[config.mk]
export PLATFORM = sky130hd
export DESIGN_NAME = updown_counter_sys
export DESIGN_NICKNAME = d
export VERILOG_FILES = /design/src/rtl/updown_pkg.sv /design/src/rtl/updown_datapath.sv /design/src/rtl/updown_counter_sys.sv
export SDC_FILE = /design/constraint.sdc
export NUM_CORES = 1
export LEC_CHECK = 0
export ABC_AREA = 1
export BUFFER_PORTS_ARGS = -buffer_cell sky130_fd_sc_hd__buf_2
export CORE_MARGIN = 2
export CORE_UTILIZATION = 40
export DETAILED_ROUTE_END_ITERATION = 6
export HOLD_SLACK_MARGIN = 0.05
export PLACE_DENSITY = 0.69
export SYNTH_ARGS = -nofsm -noshare
export SYNTH_HDL_FRONTEND = slang
export SYNTH_SLANG_ARGS = --single-unit
[constraint.sdc]
create_clock -name clk -period 1.6 [get_ports clk]
set_input_delay 0.08 -clock clk [delete_from_list [all_inputs] [get_ports clk]]
set_output_delay 0.08 -clock clk [all_outputs]
set_load 0.02 [all_outputs]
[src/rtl/updown_pkg.sv]
// Shared types for the up/down counter subsystem: FSM state encoding and datapath op codes.
package updown_pkg;

    typedef enum logic [1:0] {
        StIdle,
        StInc,
        StDec,
        StWaitRel
    } state_e;

    typedef logic [1:0] op_t;

    localparam op_t OP_NONE = 2'd0;
    localparam op_t OP_UP   = 2'd1;
    localparam op_t OP_DOWN = 2'd2;

endpackage

[src/rtl/updown_datapath.sv]
// Count register with step/limit/wrap arithmetic, load clamping and z/m/wrap status.
module updown_datapath
    import updown_pkg::*;
#(
    parameter int unsigned WIDTH   = 16,
    parameter int unsigned MAX_VAL = (1 << WIDTH) - 1,
    parameter int unsigned STEP    = 1,
    parameter int unsigned WRAP    = 0
) (
    input  logic             clk_i,
    input  logic             rst_ni,
    input  op_t              op_i,
    input  logic             ld_i,
    input  logic             clr_i,
    input  logic [WIDTH-1:0] ld_val_i,
    output logic [WIDTH-1:0] c_out_o,
    output logic             z_o,
    output logic             m_o,
    output logic             wrap_o
);

    // One extra bit keeps MAX_VAL+1 representable when MAX_VAL = 2**WIDTH-1.
    localparam logic [WIDTH:0]   MaxW    = (WIDTH + 1)'(MAX_VAL);
    localparam logic [WIDTH:0]   StepW   = (WIDTH + 1)'(STEP);
    localparam logic [WIDTH:0]   Modulus = MaxW + 1'b1;
    localparam logic [WIDTH-1:0] MaxN    = WIDTH'(MAX_VAL);

    logic [WIDTH-1:0] cnt_q, cnt_d;
    logic             wrap_q, wrap_d;

    logic [WIDTH:0] cnt_ext, up_sum, up_wrapped, dn_diff, dn_wrapped, ld_ext;
    logic           up_over, dn_under;

    always_comb begin
        cnt_ext    = {1'b0, cnt_q};
        ld_ext     = {1'b0, ld_val_i};
        up_sum     = cnt_ext + StepW;
        up_wrapped = up_sum - Modulus;
        dn_diff    = cnt_ext - StepW;
        dn_wrapped = cnt_ext + Modulus - StepW;
        up_over    = cnt_ext > (MaxW - StepW);
        dn_under   = cnt_ext < StepW;

        cnt_d  = cnt_q;
        wrap_d = 1'b0;
        if (clr_i) begin
            cnt_d = '0;
        end else if (ld_i) begin
            cnt_d = (ld_ext > MaxW) ? MaxN : ld_val_i;
        end else begin
            case (op_i)
                OP_UP: begin
                    if (!up_over) begin
                        cnt_d = up_sum[WIDTH-1:0];
                    end else if (WRAP != 0) begin
                        cnt_d  = up_wrapped[WIDTH-1:0];
                        wrap_d = 1'b1;
                    end else begin
                        cnt_d = MaxN;
                    end
                end
                OP_DOWN: begin
                    if (!dn_under) begin
                        cnt_d = dn_diff[WIDTH-1:0];
                    end else if (WRAP != 0) begin
                        cnt_d  = dn_wrapped[WIDTH-1:0];
                        wrap_d = 1'b1;
                    end else begin
                        cnt_d = '0;
                    end
                end
                default: cnt_d = cnt_q;
            endcase
        end
    end

    always_ff @(posedge clk_i or negedge rst_ni) begin
        if (!rst_ni) begin
            cnt_q  <= '0;
            wrap_q <= 1'b0;
        end else begin
            cnt_q  <= cnt_d;
            wrap_q <= wrap_d;
        end
    end

    assign c_out_o = cnt_q;
    assign z_o     = (cnt_q == '0);
    assign m_o     = (cnt_q == MaxN);
    assign wrap_o  = wrap_q;

endmodule

[src/rtl/updown_counter_sys.sv]
// Push-button up/down counter: control FSM turning presses into single steps, plus datapath.
// Optional auto-repeat on held buttons is enabled with `define UPDOWN_AUTO_REPEAT_EN.
module updown_counter_sys
    import updown_pkg::*;
#(
    parameter int unsigned WIDTH      = 16,
    parameter int unsigned MAX_VAL    = (1 << WIDTH) - 1,
    parameter int unsigned STEP       = 1,
    parameter int unsigned WRAP       = 0,
    parameter int unsigned REPEAT_DLY = 8,
    parameter int unsigned REPEAT_PER = 4
) (
    input  logic             clk,
    input  logic             reset,
    input  logic             u,
    input  logic             d,
    input  logic             clr,
    input  logic             ld,
    input  logic [WIDTH-1:0] ld_val,
    output logic [WIDTH-1:0] c_out,
    output logic             z,
    output logic             m,
    output logic             wrap
);

    state_e state_q, state_d;
    op_t    op;
    logic   c_clr, c_ld;
    logic   dp_z, dp_m;

    assign c_clr = clr;
    assign c_ld  = ld & ~clr;

`ifdef UPDOWN_AUTO_REPEAT_EN
    localparam int unsigned RptMax = (REPEAT_DLY > REPEAT_PER) ? REPEAT_DLY : REPEAT_PER;
    localparam int unsigned TmrW   = $clog2(RptMax + 1);

    // Timer counts cycles since the last step; the INC/DEC cycle itself is cycle 1.
    logic [TmrW-1:0] tmr_q, tmr_d, tmr_target;
    logic            rep_q, rep_d, susp_q, susp_d, dir_up_q, dir_up_d;
    logic            hold_ok;

    assign tmr_target = rep_q ? TmrW'(REPEAT_PER) : TmrW'(REPEAT_DLY);
    assign hold_ok    = dir_up_q ? (u & ~d) : (d & ~u);
`endif

    always_comb begin
        state_d = state_q;
        op      = OP_NONE;
`ifdef UPDOWN_AUTO_REPEAT_EN
        tmr_d    = tmr_q;
        rep_d    = rep_q;
        susp_d   = susp_q;
        dir_up_d = dir_up_q;
`endif
        unique case (state_q)
            StIdle: begin
                if (u && !d) begin
                    state_d = StInc;
                end else if (d && !u) begin
                    state_d = StDec;
                end
`ifdef UPDOWN_AUTO_REPEAT_EN
                tmr_d    = '0;
                rep_d    = 1'b0;
                susp_d   = 1'b0;
                dir_up_d = u;
`endif
            end
            StInc: begin
                op      = OP_UP;
                state_d = StWaitRel;
`ifdef UPDOWN_AUTO_REPEAT_EN
                tmr_d = TmrW'(1);
`endif
            end
            StDec: begin
                op      = OP_DOWN;
                state_d = StWaitRel;
`ifdef UPDOWN_AUTO_REPEAT_EN
                tmr_d = TmrW'(1);
`endif
            end
            StWaitRel: begin
                if (!(u || d)) begin
                    state_d = StIdle;
                end
`ifdef UPDOWN_AUTO_REPEAT_EN
                else if (hold_ok && !susp_q) begin
                    if (tmr_q == tmr_target - 1'b1) begin
                        state_d = dir_up_q ? StInc : StDec;
                        rep_d   = 1'b1;
                    end else begin
                        tmr_d = tmr_q + 1'b1;
                    end
                end else begin
                    tmr_d = '0;
                    rep_d = 1'b0;
                    if (u && d) begin
                        susp_d = 1'b1;
                    end
                end
`endif
            end
            default: state_d = StIdle;
        endcase

        // Clear parks the FSM until release so a held button cannot count afterwards.
        if (clr) begin
            state_d = StWaitRel;
`ifdef UPDOWN_AUTO_REPEAT_EN
            tmr_d  = '0;
            rep_d  = 1'b0;
            susp_d = 1'b1;
`endif
        end
    end

    always_ff @(posedge clk or negedge reset) begin
        if (!reset) begin
            state_q <= StIdle;
        end else begin
            state_q <= state_d;
        end
    end

`ifdef UPDOWN_AUTO_REPEAT_EN
    always_ff @(posedge clk or negedge reset) begin
        if (!reset) begin
            tmr_q    <= '0;
            rep_q    <= 1'b0;
            susp_q   <= 1'b0;
            dir_up_q <= 1'b0;
        end else begin
            tmr_q    <= tmr_d;
            rep_q    <= rep_d;
            susp_q   <= susp_d;
            dir_up_q <= dir_up_d;
        end
    end
`endif

    updown_datapath #(
        .WIDTH  (WIDTH),
        .MAX_VAL(MAX_VAL),
        .STEP   (STEP),
        .WRAP   (WRAP)
    ) u_datapath (
        .clk_i   (clk),
        .rst_ni  (reset),
        .op_i    (op),
        .ld_i    (c_ld),
        .clr_i   (c_clr),
        .ld_val_i(ld_val),
        .c_out_o (c_out),
        .z_o     (dp_z),
        .m_o     (dp_m),
        .wrap_o  (wrap)
    );

    assign z = dp_z;
    assign m = dp_m;

endmodule

======== Yosys cells after proc, flatten, opt, wreduce, memory -nomap -nowiden ========
Cells that the tools add are included.
storage, ports and cells
  register bits after elaboration ......... 18
  logic and storage cells ................. 37
cells by class
  add/subtract/negate cells ............... 2
  order comparisons ....................... 2
  equality and inequality tests ........... 8
  multiplexer cells ....................... 11
  bitwise logic cells ..................... 2
  reductions and logical operators ........ 10
operators by type and width
  cell                                                                            number
  16-bit two-way mux                                                              4
  16-bit one-hot mux with 2 select lines                                          1
  16-bit by 1-bit adder with 16-bit output (second input constant)                1
  16-bit == test (second input constant)                                          1
  16-bit greater-than comparator (second input constant)                          1
  16-bit logical NOT                                                              1
  16-bit by 1-bit less-than comparator with 1-bit output (second input constant)  1
  16-bit by 1-bit subtractor with 16-bit output (second input constant)           1
  2-bit two-way mux                                                               4
  2-bit == test (second input constant)                                           3
  2-bit one-hot mux with 3 select lines                                           1
  2-bit by 1-bit == test with 1-bit output (second input constant)                2
  4-bit inequality test (second input constant)                                   1
  2-bit one-hot mux with 2 select lines                                           1
  4-bit nonzero test                                                              1
  3-bit inequality test (second input constant)                                   1
  1-bit logical AND                                                               2
  1-bit logical NOT                                                               2
  2-bit logical NOT                                                               1
  2-bit AND reduction                                                             1
  2-bit OR reduction                                                              1
  1-bit AND                                                                       1
  1-bit logical OR                                                                1
  1-bit NOT                                                                       1

======== Longest topological paths before layout ========
  word-level depth ........................ 6
  depth in mapped cells ................... 13
  depth with buffers taken out ............ 13

======== By module ========
Synthesis repeated with hierarchy kept, for this count alone.
unflattened totals
  cell total of the unflattened synthesis .. 397
  area, all modules ....................... 2284.7 µm²
by module, submodules not included
  module              times used  cells an instance  area an instance (µm²)
  updown_datapath     1           360                2054.5
  updown_counter_sys  1           37                 230.2

======== Worst setup path before layout ========
Ideal clock, no wire load.
  path kind ............................... reg-to-output
  from .................................... register u_datapath.cnt_q[0], in the netlist u_datapath.c_out_o[0]
  to ...................................... output z
  data arrival time ....................... 1.633 ns
  setup slack ............................. -0.113 ns
  stages on the path, launching flop included .. 7
  path buffers ............................ 0
  cells stage by stage .................... dfrtp_1 > inv_1 > ha_1 > nand3_1 > nor2_1 > inv_1 > nor3_1
on the way
  cells in the longest elaborated chain, start to end .. 1
RTL lines
  what                    RTL line                  RTL
  from (decl)             updown_datapath.sv:28     logic [WIDTH-1:0] cnt_q, cnt_d;
  from (signal assigned)  updown_datapath.sv:82     cnt_q <= cnt_d;
  16-bit logical NOT      updown_datapath.sv:88     assign z_o = (cnt_q == '0);
  to (decl)               updown_counter_sys.sv:21  output logic z,
Every way passes these cells.

======== Worst setup path after layout ========
  from .................................... register u_datapath.cnt_q[1], in the netlist u_datapath.c_out_o[1]
  to ...................................... register u_datapath.cnt_q[14], in the netlist u_datapath.c_out_o[14]
on the way
  cells in the longest elaborated chain, start to end .. 5
RTL lines
  what                                                                   RTL line                                      RTL
  16-bit by 1-bit subtractor with 16-bit output (tied with other cells)  updown_datapath.sv:39                         dn_diff = cnt_ext - StepW;
  16-bit two-way mux, on equally long branches                           updown_datapath.sv:63, updown_datapath.sv:53
  16-bit one-hot mux with 2 select lines *                               updown_datapath.sv:51                         case (op_i)
  16-bit two-way mux *                                                   updown_datapath.sv:48                         end else if (ld_i) begin
  16-bit two-way mux *                                                   updown_datapath.sv:46                         if (clr_i) begin
Mark *: on every way between the ends. The rest lies on a longest branch, timed or not.
A chain may end at the register's enable or synchronous reset.

==> metrics.yaml <==
outcome: "finished with violations"
failed_checks: "design-rule violations, negative setup slack"
cts_tree: "built"
cts_inserted_buffers: 3
synth_seq_cells: 18
critical_path.endpoint_type: "flip-flop"
worst-path-max-fanout: 5
final-setup-viol-count: 17
crit_type: "reg2reg"
die_area_sq_um: 6220
synth_nets: 405
dieHeight_um: 78.9
weighted_congestion_reported_at_the_end_of_routability_driven_placement: 0.916
buffers_added_on_ports: 39
hpwlAfterDp_mm: 5.13
first_iter_violations: 219
die-width_um: 78.9
core.rowCount: 27
time_the_worst_path_needs_with_i_o_delays_and_setup_ns: 1.71
grt_pass1_vias: 2492
portion_of_total_power_attributed_to_the_clock_network: 0.082
hold_viol: 0
timing.critical_path.arrival_ns: 1.91
vias: 2693
antenna_cells: 0
timing.critical_path.cells: "buf_6, ha_4, inv_2, nand2_1, nor2_1, nand2_1, nor2_4, nor2_4, buf_6, nand3_2, nand3_2, a21oi_2"
worst-endpoint-required_ns: 1.80
distinct_cells_synth: 28
cts.root.buffer_cell: "clkbuf_8"
yosys.area.top_type: "dfrtp_1"
clock_tree_buf_depth: 2
placed_cell_area_sq_um: 2730
syn_area_per_cell_sq_um: 5.95
clk_latency_ns: 0.26
area_growth_pct: 39.7
clock_pin_transition_on_the_worst_setup_and_hold_timing_paths_ns: 0.08
placed_cells: 512
route.antenna.remaining_nets: 0
portion_of_the_post_synthesis_area_used_by_sequential_elements: 0.201
grt_first_pass_wirelength_mm: 11.2
cpMaxStageDelayCell: "dfrtp_2"
cpPeakStageDelay_ns: 0.46
layout_commonest_cell: "nand2_1"
drt_pre_antenna_iters: 7
holdCritPathClass: "in2reg"
grt.total_usage: 0.222
clock_sink_count: 18
power.share.switching: 0.518
peakVddDrop_uv: 1030
synth_top_area_frac: 0.201
final_min_period_over_clock_period: 1.07
pin_count: 41
timing.final.max_slew_violations: 0
synthesis.yosys.warnings: 0
vias_per_cell: 5.08
r2r-end: "u_datapath.c_out_o[14]$_DFFE_PN0P_"
internal-power_w: 0.00241
power.share.combinational: 0.733
final-instance-count-excl-fill: 530
max_cap_violations: 0
routed_wl_mm: 7.02
final_cell_area_sq_um: 3130
p_leak_nw: 1.63
post-route-drc-count: 15
commonest_non_fill_non_tap_cells_in_the_layout: "nand2_1, buf_4, inv_1"
critical_path_start_type: "flip-flop"
core_area_sq_um: 5470
num-nets-final: 487
yosys-top-cells-area: "dfrtp_1, nand2_1, nand3_1, inv_1, nor2_1"
r2r_cells: 12
globalRoute.totalOverflow: 0
initial_core_utilization: 0.410
max_freq_ghz: 0.586
power.net_switching_w: 0.00260
post_synth_inst_count: 377
routed_wire_length_per_instance_um: 13.2
post_route_cells_drive_above_1_share: 0.410
power_density_nw_per_um2: 1600
timing.rr.start: "u_datapath.c_out_o[1]$_DFFE_PN0P_"
cts_max_level: 1
worst_slack_ns: -0.106
hold-path-cell-count: 5
power_frac_seq: 0.185
rrSetupSlack_ns: -0.11
last_element_of_the_critical_path: "u_datapath.c_out_o[14]$_DFFE_PN0P_"
mappedNetlistArea_sq_um: 2240
grt_setup_unrepaired: "yes"
largest_net_degree_at_the_start_of_global_routing: 19
number_of_antenna_violations_at_the_first_check_in_global_routing: 0
startpoint: "u_datapath.c_out_o[1]$_DFFE_PN0P_"
clock_skew_ns: 0.00141
-- power groups by stage --
stage                     logic, W  clock network [W]  registers [W]
after global placement     0.00305                  0       0.000871
after global routing       0.00403           0.000423       0.000943
final                      0.00367           0.000411       0.000924
after floorplan            0.00199                  0       0.000971
after CTS                  0.00329           0.000410       0.000885
after detailed placement   0.00307                  0       0.000880
-- what timing repair did --
action	in CTS	in global routing
resized for setup	30	43
setup buffers	6	6
gates cloned	1	0
endpoints found under the setup margin	15	19
hold buffers	1	0
hold endpoints to repair	18	0
pin swaps	10	18
-- cell type report --
class	count	area, sq um
timing repair buffer	96	669
inverter	55	209
fill	509	2340
sequential	18	460
tap	72	90.1
multi-input combinational	285	1650
clock buffer	4	55.1
-- cells by family after synthesis --
family                     synth area share
buffers and inverters                 0.158
adders and majority gates            0.0335
other                               0.00167
xor gates and xnor gates             0.0351
AOI/OAI and AO/OA                    0.0909
DFF                                   0.201
and+or+nand+nor                       0.480
-- worst min-delay path by stage --
| stage | start | to |
|---|---|---|
| 2_1_floorplan | reset | state_q[0]$_DFFE_PN0P_ |
| 3_3_place_gp | reset | u_datapath.c_out_o[10]$_DFFE_PN0P_ |
| 3_5_place_dp | reset | u_datapath.c_out_o[14]$_DFFE_PN0P_ |
| 4_1_cts | ld_val[5] | u_datapath.c_out_o[5]$_DFFE_PN0P_ |
| 5_1_grt | ld_val[5] | u_datapath.c_out_o[5]$_DFFE_PN0P_ |
| 6_report | ld_val[5] | u_datapath.c_out_o[5]$_DFFE_PN0P_ |
-- cells in the mapped netlist --
cell	number
xnor2_1	2
inv_1	51
nand3_1	46
a21oi_1	9
a22oi_2	2
xor2_1	7
dfrtp_1	18
or2_2	1
buf_6	4
nor2_2	2
buf_2	4
inv_2	4
o21ai_0	11
nor2_1	50
buf_4	10
conb_1	1
nand2_2	3
nor3_1	3
nand4_1	3
nor2_4	4
nand2_4	1
a21oi_2	8
nand2_1	115
clkbuf_1	2
nand3_2	8
o21ai_2	1
ha_1	6
nor2_8	1
-- through the flow --
step	setup slack [ns]	util	total power [W]	hold WS (ns)	setup TNS, ns
after floorplan	0.0145	-	0.00296	-0.216	0
after global placement	-0.0552	0.499	0.00392	0.0547	-0.231
after detailed placement	-0.135	0.499	0.00395	0.0605	-0.626
after CTS	-0.109	0.537	0.00459	0.137	-1.34
after global routing	-0.228	0.573	0.00539	0.161	-3.30
final	-0.106	0.573	0.00501	0.132	-1.25
-- metal layers --
| metal | part of all wire | routed length, um | global-route usage |
|---|---|---|---|
| met2 | 0.49 | 3420 | 0.387 |
| met3 | 0.070 | 489 | 0.0216 |
| met5 | 0 | 0 | 0 |
| met4 | 0.018 | 128 | 0.0552 |
| met1 | 0.42 | 2980 | 0.296 |
-- sequential cells by signal, summed over array words and instances (netlist names) --
name                cells
state_q                 2
u_datapath.c_out_o     16
-- critical path, delay by kind of cell, from the launching register on --
kind	cells	cell delay, ns
flip-flops	1	0.46
AO/OA/AOI/OAI	1	0.13
buffers and inverters	3	0.31
AND/OR/NAND/NOR	7	0.61
adder cells (fa/ha/maj)	1	0.14
(Power assumes the default switching activity.)
